[config.mk]
export PLATFORM = sky130hd
export DESIGN_NAME = taillight_seq_ctrl_flat
export DESIGN_NICKNAME = d
export VERILOG_FILES = /design/src/rtl/taillight_seq_ctrl_if.sv /design/src/rtl/taillight_seq_ctrl.sv /design/src/flat_wrapper.sv
export SDC_FILE = /design/constraint.sdc
export NUM_CORES = 1
export LEC_CHECK = 0
export CORE_MARGIN = 2
export CORE_UTILIZATION = 45
export CTS_CLUSTER_SIZE = 8
export DETAILED_ROUTE_END_ITERATION = 16
export PLACE_DENSITY = 0.65
export SETUP_SLACK_MARGIN = 0.3
export SLEW_MARGIN = 20
export SYNTH_ARGS = -nofsm -noshare
export SYNTH_HDL_FRONTEND = slang
export SYNTH_SLANG_ARGS = --single-unit
[constraint.sdc]
create_clock -name clk -period 3.3 [get_ports clk]
set_clock_uncertainty 0.1 [all_clocks]
set_input_delay 0.66 -clock clk [delete_from_list [all_inputs] [get_ports clk]]
set_output_delay 0.66 -clock clk [all_outputs]
set_load 0.05 [all_outputs]
[src/rtl/taillight_seq_ctrl_if.sv]
// Switch/lamp bundle for the rear-lamp controller.
// There is no valid/ready handshake here: the switch inputs are
// level-sensitive and sampled on every clock edge, and all outputs are
// registered levels. The state field carries the one-hot FSM register so
// that a checker can observe it.
interface taillight_seq_ctrl_if #(
  parameter int LAMPS = 3
);
  logic                 left_sw;
  logic                 right_sw;
  logic                 haz_sw;
  logic                 brake_n;
  logic                 L;
  logic                 H;
  logic                 R;
  logic [2*LAMPS-1:0]   lights;
  logic [3:0]           state;

  modport master (
    output left_sw, right_sw, haz_sw, brake_n,
    input  L, H, R, lights, state
  );

  modport slave (
    input  left_sw, right_sw, haz_sw, brake_n,
    output L, H, R, lights, state
  );
endinterface

[src/rtl/taillight_seq_ctrl.sv]
// Rear-lamp controller: turn/hazard FSM with an internal prescaler and
// step sequencer producing sequential-sweep or flash animations, with a
// brake overlay on the non-animated side. All outputs are registered and
// computed from next-state/next-step so a switch change shows in one edge.
module taillight_seq_ctrl #(
  parameter int LAMPS    = 3,
  parameter int TICK_DIV = 12_500_000,
  parameter int HAZ_MODE = 0
) (
  input logic                clk,
  input logic                rst,
  taillight_seq_ctrl_if.slave bus
);
  localparam logic [3:0] ST_IDLE  = 4'b0001;
  localparam logic [3:0] ST_LEFT  = 4'b0010;
  localparam logic [3:0] ST_RIGHT = 4'b0100;
  localparam logic [3:0] ST_HAZ   = 4'b1000;

  localparam int PW = (TICK_DIV > 1) ? $clog2(TICK_DIV) : 1;
  localparam int SW = $clog2(LAMPS + 1);

  logic [3:0]         state, state_nxt;
  logic [PW-1:0]      presc, presc_nxt;
  logic [SW-1:0]      step, step_nxt, step_max;
  logic               restart, tick, flash;
  logic [LAMPS-1:0]   anim_l, anim_r;
  logic [2*LAMPS-1:0] lights_nxt;

  assign bus.state = state;

  // Next-state decode (hazard wins, conflicting turns mean idle) and the
  // prescaler/step advance; a state change restarts the animation.
  always_comb begin
    state_nxt = ST_IDLE;
    if (bus.haz_sw)                       state_nxt = ST_HAZ;
    else if (bus.left_sw && !bus.right_sw) state_nxt = ST_LEFT;
    else if (bus.right_sw && !bus.left_sw) state_nxt = ST_RIGHT;

    restart  = (state_nxt != state);
    tick     = (presc == PW'(TICK_DIV - 1));
    flash    = (HAZ_MODE != 0) && (state_nxt == ST_HAZ);
    step_max = flash ? SW'(1) : SW'(LAMPS);

    presc_nxt = presc + PW'(1);
    if (restart || tick) presc_nxt = '0;

    step_nxt = step;
    if (restart)               step_nxt = '0;
    else if (tick)             step_nxt = (step == step_max) ? '0 : step + SW'(1);
  end

  // Lamp pattern for the next step: inner lamps fill first on each side.
  always_comb begin
    anim_l = '0;
    anim_r = '0;
    for (int i = 0; i < LAMPS; i++) begin
      if (flash) begin
        anim_l[i]           = (step_nxt == '0);
        anim_r[LAMPS-1-i]   = (step_nxt == '0);
      end else begin
        anim_l[i]           = (step_nxt < SW'(LAMPS)) && (SW'(i) <= step_nxt);
        anim_r[LAMPS-1-i]   = (step_nxt < SW'(LAMPS)) && (SW'(i) <= step_nxt);
      end
    end

    lights_nxt = '0;
    case (state_nxt)
      ST_IDLE:  lights_nxt = bus.brake_n ? '0 : '1;
      ST_LEFT:  lights_nxt = {anim_l, (bus.brake_n ? {LAMPS{1'b0}} : {LAMPS{1'b1}})};
      ST_RIGHT: lights_nxt = {(bus.brake_n ? {LAMPS{1'b0}} : {LAMPS{1'b1}}), anim_r};
      ST_HAZ:   lights_nxt = {anim_l, anim_r};
      default:  lights_nxt = '0;
    endcase
  end

  // State, sequencer and registered outputs, all cleared by reset.
  always_ff @(posedge clk) begin
    if (rst) begin
      state      <= ST_IDLE;
      presc      <= '0;
      step       <= '0;
      bus.lights <= '0;
      bus.L      <= 1'b0;
      bus.H      <= 1'b0;
      bus.R      <= 1'b0;
    end else begin
      state      <= state_nxt;
      presc      <= presc_nxt;
      step       <= step_nxt;
      bus.lights <= lights_nxt;
      bus.L      <= (state_nxt == ST_LEFT);
      bus.H      <= (state_nxt == ST_HAZ);
      bus.R      <= (state_nxt == ST_RIGHT);
    end
  end
endmodule

[src/flat_wrapper.sv]
// flat-port wrapper written by rule: the top's interface ports become plain ports
module taillight_seq_ctrl_flat 
#(
  parameter int LAMPS    = 3,
  parameter int TICK_DIV = 12_500_000,
  parameter int HAZ_MODE = 0
)
  (clk, rst, bus_left_sw, bus_right_sw, bus_haz_sw, bus_brake_n, bus_L, bus_H, bus_R, bus_lights, bus_state);
  taillight_seq_ctrl_if #(.LAMPS(LAMPS)) bus_i ();
  input logic clk;
  input logic rst;
  input wire logic [$bits(bus_i.left_sw)-1:0] bus_left_sw;
  input wire logic [$bits(bus_i.right_sw)-1:0] bus_right_sw;
  input wire logic [$bits(bus_i.haz_sw)-1:0] bus_haz_sw;
  input wire logic [$bits(bus_i.brake_n)-1:0] bus_brake_n;
  output wire logic [$bits(bus_i.L)-1:0] bus_L;
  output wire logic [$bits(bus_i.H)-1:0] bus_H;
  output wire logic [$bits(bus_i.R)-1:0] bus_R;
  output wire logic [$bits(bus_i.lights)-1:0] bus_lights;
  output wire logic [$bits(bus_i.state)-1:0] bus_state;
  assign bus_i.left_sw = bus_left_sw;
  assign bus_i.right_sw = bus_right_sw;
  assign bus_i.haz_sw = bus_haz_sw;
  assign bus_i.brake_n = bus_brake_n;
  assign bus_L = bus_i.L;
  assign bus_H = bus_i.H;
  assign bus_R = bus_i.R;
  assign bus_lights = bus_i.lights;
  assign bus_state = bus_i.state;
  taillight_seq_ctrl #(.LAMPS(LAMPS), .TICK_DIV(TICK_DIV), .HAZ_MODE(HAZ_MODE)) u_core (.clk(clk), .rst(rst), .bus(bus_i));
endmodule
After elaboration in Yosys (flattened, before gate mapping)
Index checks and enable logic that the tools add are counted.
Widths: inputs -> output; s select.

operators by class
  reductions and logical operators = 9
  muxes and demuxes = 9
  equality and inequality tests = 7
  add/subtract/negate cells = 2
  order comparisons = 4

operators by type and width
  operator               number
  $add 24x1->24 const B  1
  $eq 24x24->1 const B   1
  $pmux 6 s4             1
  $mux 3                 3
  $mux 2                 3
  $mux 6                 1
  $logic_and 1x1->1      5
  $eq 4x1->1 const B     1
  $eq 4x2->1 const B     1
  $eq 4x3->1 const B     1
  $eq 4x4->1 const B     1
  $le 1x2->1 const A     2
  $mux 4                 1
  $ne 4x4->1             1
  $add 2x1->2 const B    1
  $eq 2x2->1 const B     1
  $le 2x2->1 const A     1
  $logic_not 1->1        2
  $lt 2x2->1 const B     1
  $reduce_or 2->1        1
  $logic_or 1x1->1       1

storage, ports and cells
  output and inout port bits = 13
  bits of input ports = 6
  register bits after elaboration = 39

Logic depth before layout (Yosys ltp)
  depth after elaboration = 10
  mapped depth = 10
  gate-level depth less buffers = 9

Least setup slack after synthesis
OpenSTA, ideal clock, no wires.

  path kind = input to register
  from = input port bus_right_sw
  to = register u_core.bus.lights[4]
  cell stages on the path = 10
  data arrival time = 2.448 ns
  required time = 3.135 ns
  setup time = 0.065 ns
  slack = 0.687 ns
  path through = inv_1 > ha_1 > clkbuf_1 > nor4b_1 > a22o_1 > o21ai_0 > a21o_1 > ha_1 > o21a_1 > nor2_1

between the ends
  longest elaborated chain between the ends = 9

RTL lines
  what                                                         RTL line                                            text
  start: declaration                                           flat_wrapper.sv:13                                  input wire logic [$bits(bus_i.right_sw)-1:0] bus_right_sw;
  $logic_and 1x1->1 / $logic_not 1->1 (equally long branches)  taillight_seq_ctrl.sv:37, taillight_seq_ctrl.sv:36
  $mux 3 / $logic_and 1x1->1 (equally long branches)           taillight_seq_ctrl.sv:37, taillight_seq_ctrl.sv:36
  $mux 3 *                                                     taillight_seq_ctrl.sv:36                            else if (bus.left_sw && !bus.right_sw) state_nxt = ST_LEFT;
  $mux 4 *                                                     taillight_seq_ctrl.sv:35                            if (bus.haz_sw) state_nxt = ST_HAZ;
  $ne 4x4->1                                                   taillight_seq_ctrl.sv:39                            restart = (state_nxt != state);
  $mux 2                                                       taillight_seq_ctrl.sv:48                            if (restart) step_nxt = '0;
  $lt 2x2->1 / $le 1x2->1 (equally long branches)              taillight_seq_ctrl.sv:61                            anim_l[i] = (step_nxt < SW'(LAMPS)) && (SW'(i) <= step_nxt);
  $logic_and 1x1->1                                            taillight_seq_ctrl.sv:61
  $pmux 6 s4 *                                                 taillight_seq_ctrl.sv:67                            case (state_nxt)
  end signal: assignment                                       taillight_seq_ctrl.sv:90                            bus.lights <= lights_nxt;
  end: declaration                                             taillight_seq_ctrl_if.sv:26                         output L, H, R, lights, state

Every way passes the cells marked *; elsewhere a longest branch is shown, timed or not.
A chain may end at the register's enable or synchronous reset.

Final worst setup path
  from = register u_core.presc[0]
  to = register u_core.bus.lights[1]

between the ends
  longest elaborated chain between the ends = 6

RTL lines
  what                                             RTL line                  text
  start: declaration                               taillight_seq_ctrl.sv:23  logic [PW-1:0] presc, presc_nxt;
  start signal: assignment                         taillight_seq_ctrl.sv:88  presc <= presc_nxt;
  $eq 24x24->1 *                                   taillight_seq_ctrl.sv:40  tick = (presc == PW'(TICK_DIV - 1));
  $mux 2 *                                         taillight_seq_ctrl.sv:49  else if (tick) step_nxt = (step == step_max) ? '0 : step + SW'(1);
  $mux 2 *                                         taillight_seq_ctrl.sv:48
  $lt 2x2->1 / $le 1x2->1 (equally long branches)  taillight_seq_ctrl.sv:62  anim_r[LAMPS-1-i] = (step_nxt < SW'(LAMPS)) && (SW'(i) <= step_nxt);
  $logic_and 1x1->1 *                              taillight_seq_ctrl.sv:62
  $pmux 6 s4 *                                     taillight_seq_ctrl.sv:67

Marked as above.

==> impl_metrics.csv <==
group,metric,value,unit
status,status,"finished clean",
routing,wl,4.134,mm
routing,wl_met3,206,um
finish,seq_area,780.7,um^2
pwr,power.leakage,0.7046,nW
synthesis,synth-seq-cells,39,
placed_design,io_buffers,18,
routing,wl_met2,1.861,mm
clock_network,cts_tree,"done",
routing,vias,1665,
clock_network,insertion_delay,300,ps
clock_network,clk_pin_slew,80,ps
synthesis,synthDominantCellAreaShare,0.4130,
worst_setup_path,path_class,"reg -> reg",
finish,syn_to_final_growth,16.94,%
worst_setup_path,critPathMaxFanout,8,
clock_network,htree_levels,2,
timing,setup_tns,0,ps
clock_network,ctsRootBufferMaster,"clkbuf_8",
floorplanning,die_width,68.82,um
worst_setup_path,start_kind,"flip-flop",
global_routing,grt_pass1_vias,1539,
timing,max_slew.worst_pin.slew,509.9,ps
min_path,min_path_type,"reg -> reg",
floorplanning,io_pins,19,
timing,grt_setup_unrepaired,"false",
finish,fill_cells,366,
synthesis,synth-edff-count,0,
synthesis,syn_inst,212,
global_routing,track_usage,0.1998,
global_routing,grt_max_degree,27,
finish,fin_nets,243,
timing,maxSlewHeadroom,0.6590,
timing,finalCritPeriodShare,0.8481,
timing,finalMaxSlewViolations,0,
finish,diodes,0,
synthesis,avgSynthCellArea,8.918,um^2
timing,hold_viol,0,
pwr,power_switching,0.0002465,W
global_routing,grt_pass1_wl,7.044,mm
routing,top_layer,"met4",
worst_setup_path,end_kind,"flip-flop",
routing,met1Wirelength,1.992,mm
floorplanning,row_count,23,
floorplanning,die_area,4736,um^2
synthesis,yosys_most_used_dff,"dfxtp_1",
timing,setup_viol_count_final,0,
placed_design,gp_congestion,0.7896,
pwr,pwr-share-seq,0.529,
synthesis,yosysSeqAreaShare,0.4130,
synthesis,synthesis.nets,224,
routing,avgViaCountPerCell,5.904,
clock_network,cts_setup_buffers,0,
floorplanning,start_util,0.4693,
synthesis,synth-async-reset-ratio,0,
routing,first_pass_iters,4,
finish,multi_input_area,1039,um^2
pwr,ir_worst_vdd,0.2252,mV
clock_network,cts_buffers,5,
placed_design,hpwl,2.974,mm
pwr,powerDensity,412.1,nW/um^2
pwr,p_comb_frac,0.102,
synthesis,yosys_warnings,0,
pwr,swShare,0.2705,
floorplanning,die_h,68.82,um
finish,drive_gt1_frac,0.06466,
finish,fin_util,0.5488,
synthesis,yosys-top-cells-area,"dfxtp_1 (41%), nor3_1 (4.2%), a211oi_1 (4.0%)",
global_routing,antenna_found_initial,0,
timing,period_minus_slack,2799,ps
pwr,clockPowerShare,0.369,
worst_setup_path,required,3440,ps
floorplanning,core_area,4029,um^2
worst_setup_path,crit_arrival,2940,ps
clock_network,cts_sinks,39,
synthesis,synth_area,1891,um^2
synthesis,synth_common_cells,"dfxtp_1 (39), nor3_1 (16), o21ai_0 (12)",
clock_network,cts_max_path_buffers,2,
job,cap_violations,0,
routing,wire_per_inst,14.66,um
routing,dr.first_iter.drc_count,87,
synthesis,synth.distinct_cells,37,
global_routing,grt_overflow,0,
routing,drc,0,
synthesis,synth_area_leader_cell,"dfxtp_1",
timing,max_freq,357.3,MHz
clock_network,cts_hold_buf,0,
synthesis,synth.most_common_cell,"dfxtp_1",
clock_network,cts-resized-gates,0,
pwr,p_int,0.0006646,W
routing,antenna_left,0,
-- path summary, 6_finish.rpt --
path,startpoint,cells past startpoint,slack (ps),end
max reg2reg,u_core.presc[0],8,500,u_core.bus.lights[1]
min,u_core.presc[21],2,410,u_core.presc[21]
min reg2reg,u_core.presc[21],2,410,u_core.presc[21]
max,u_core.presc[0],8,500,u_core.bus.lights[1]
-- per-layer routing --
metal  GRT usage  vias up
met3     0.04545        8
met2      0.3161       35
li1            -      825
met4     0.08088        0
met5           0        -
met1      0.2628      797
-- sequential cells by signal, summed over array words and instances (netlist names) --
| register | cells |
|---|---|
| u_core.step | 2 |
| u_core.bus.L | 1 |
| u_core.bus.H | 1 |
| u_core.bus.R | 1 |
| u_core.bus.state | 4 |
| u_core.presc | 24 |
| u_core.bus.lights | 6 |
-- layout make-up --
cell class	instances	share of cell area
inverter	7	0.01188
multi-input combinational	156	0.4697
sequential	39	0.3531
clock buffer	5	0.03113
timing repair buffer	22	0.09508
tap	50	0.02830
clock inverter	3	0.01075
-- kinds of logic after synthesis --
group / count (synthesis) / synth area share
compound gates: 44 / 0.1476
xor+xnor: 16 / 0.07413
fa+ha+maj: 6 / 0.03971
buf+inv: 17 / 0.03772
flops: 39 / 0.4130
simple gates: 90 / 0.2879
-- cells in the final DEF (no fill, tap or decap), drive strengths merged --
cell and n:
and4 3, a21o 1, a21oi 9, o21bai 1, nor4b 2, or4b 1
nand2 7, o211ai 1, clkinvlp 2, buf 4, dfxtp 39, nor3b 1
inv 8, or3b 1, o21a 5, xnor2 8, clkbuf 5, o21ai 12
ha 6, nor2b 4, a211oi 10, nand4 11, nor3 16, or3 10
nand2b 2, clkdlybuf4s50 18, o31ai 4, a22o 1, nor4 3, or4 6
nand3 8, and2 2, and3 3, xor2 8, nand3b 1, nor2 9
-- metrics by stage --
stage	setup WS [ps]	hold slack [ps]	instance area [um^2]	power [W]	std cells
6_report	501.3	413.1	2211	0.0009111	282
5_1_grt	310.8	451.6	2211	0.0009409	282
4_1_cts	505.7	414.2	2211	0.0009199	282
3_5_place_dp	183.3	402.9	2118	0.0005856	274
3_3_place_gp	260.3	374.4	2118	0.0005848	274
2_1_floorplan	686.8	360.5	1891	0.0005532	212
-- power groups by stage --
stage	combinational [W]	sequential, W	clock (W)
floorplan	0.0000364	0.000517	0
global placement	0.0000918	0.000493	0
detailed placement	0.0000927	0.000493	0
CTS	0.0000931	0.000482	0.000345
global route	0.0000990	0.000483	0.000359
finish	0.0000929	0.000482	0.000336
-- worst max-delay path, cell delays in order, from the launching register on --
cell	delay [ps]
dfxtp_1	400
ha_1	250
nand4_1	300
nor3_1	390
or4b_1	530
a21o_1	210
ha_1	300
o21a_1	190
nor2_1	70
Power figures use the tool's default switching activity.
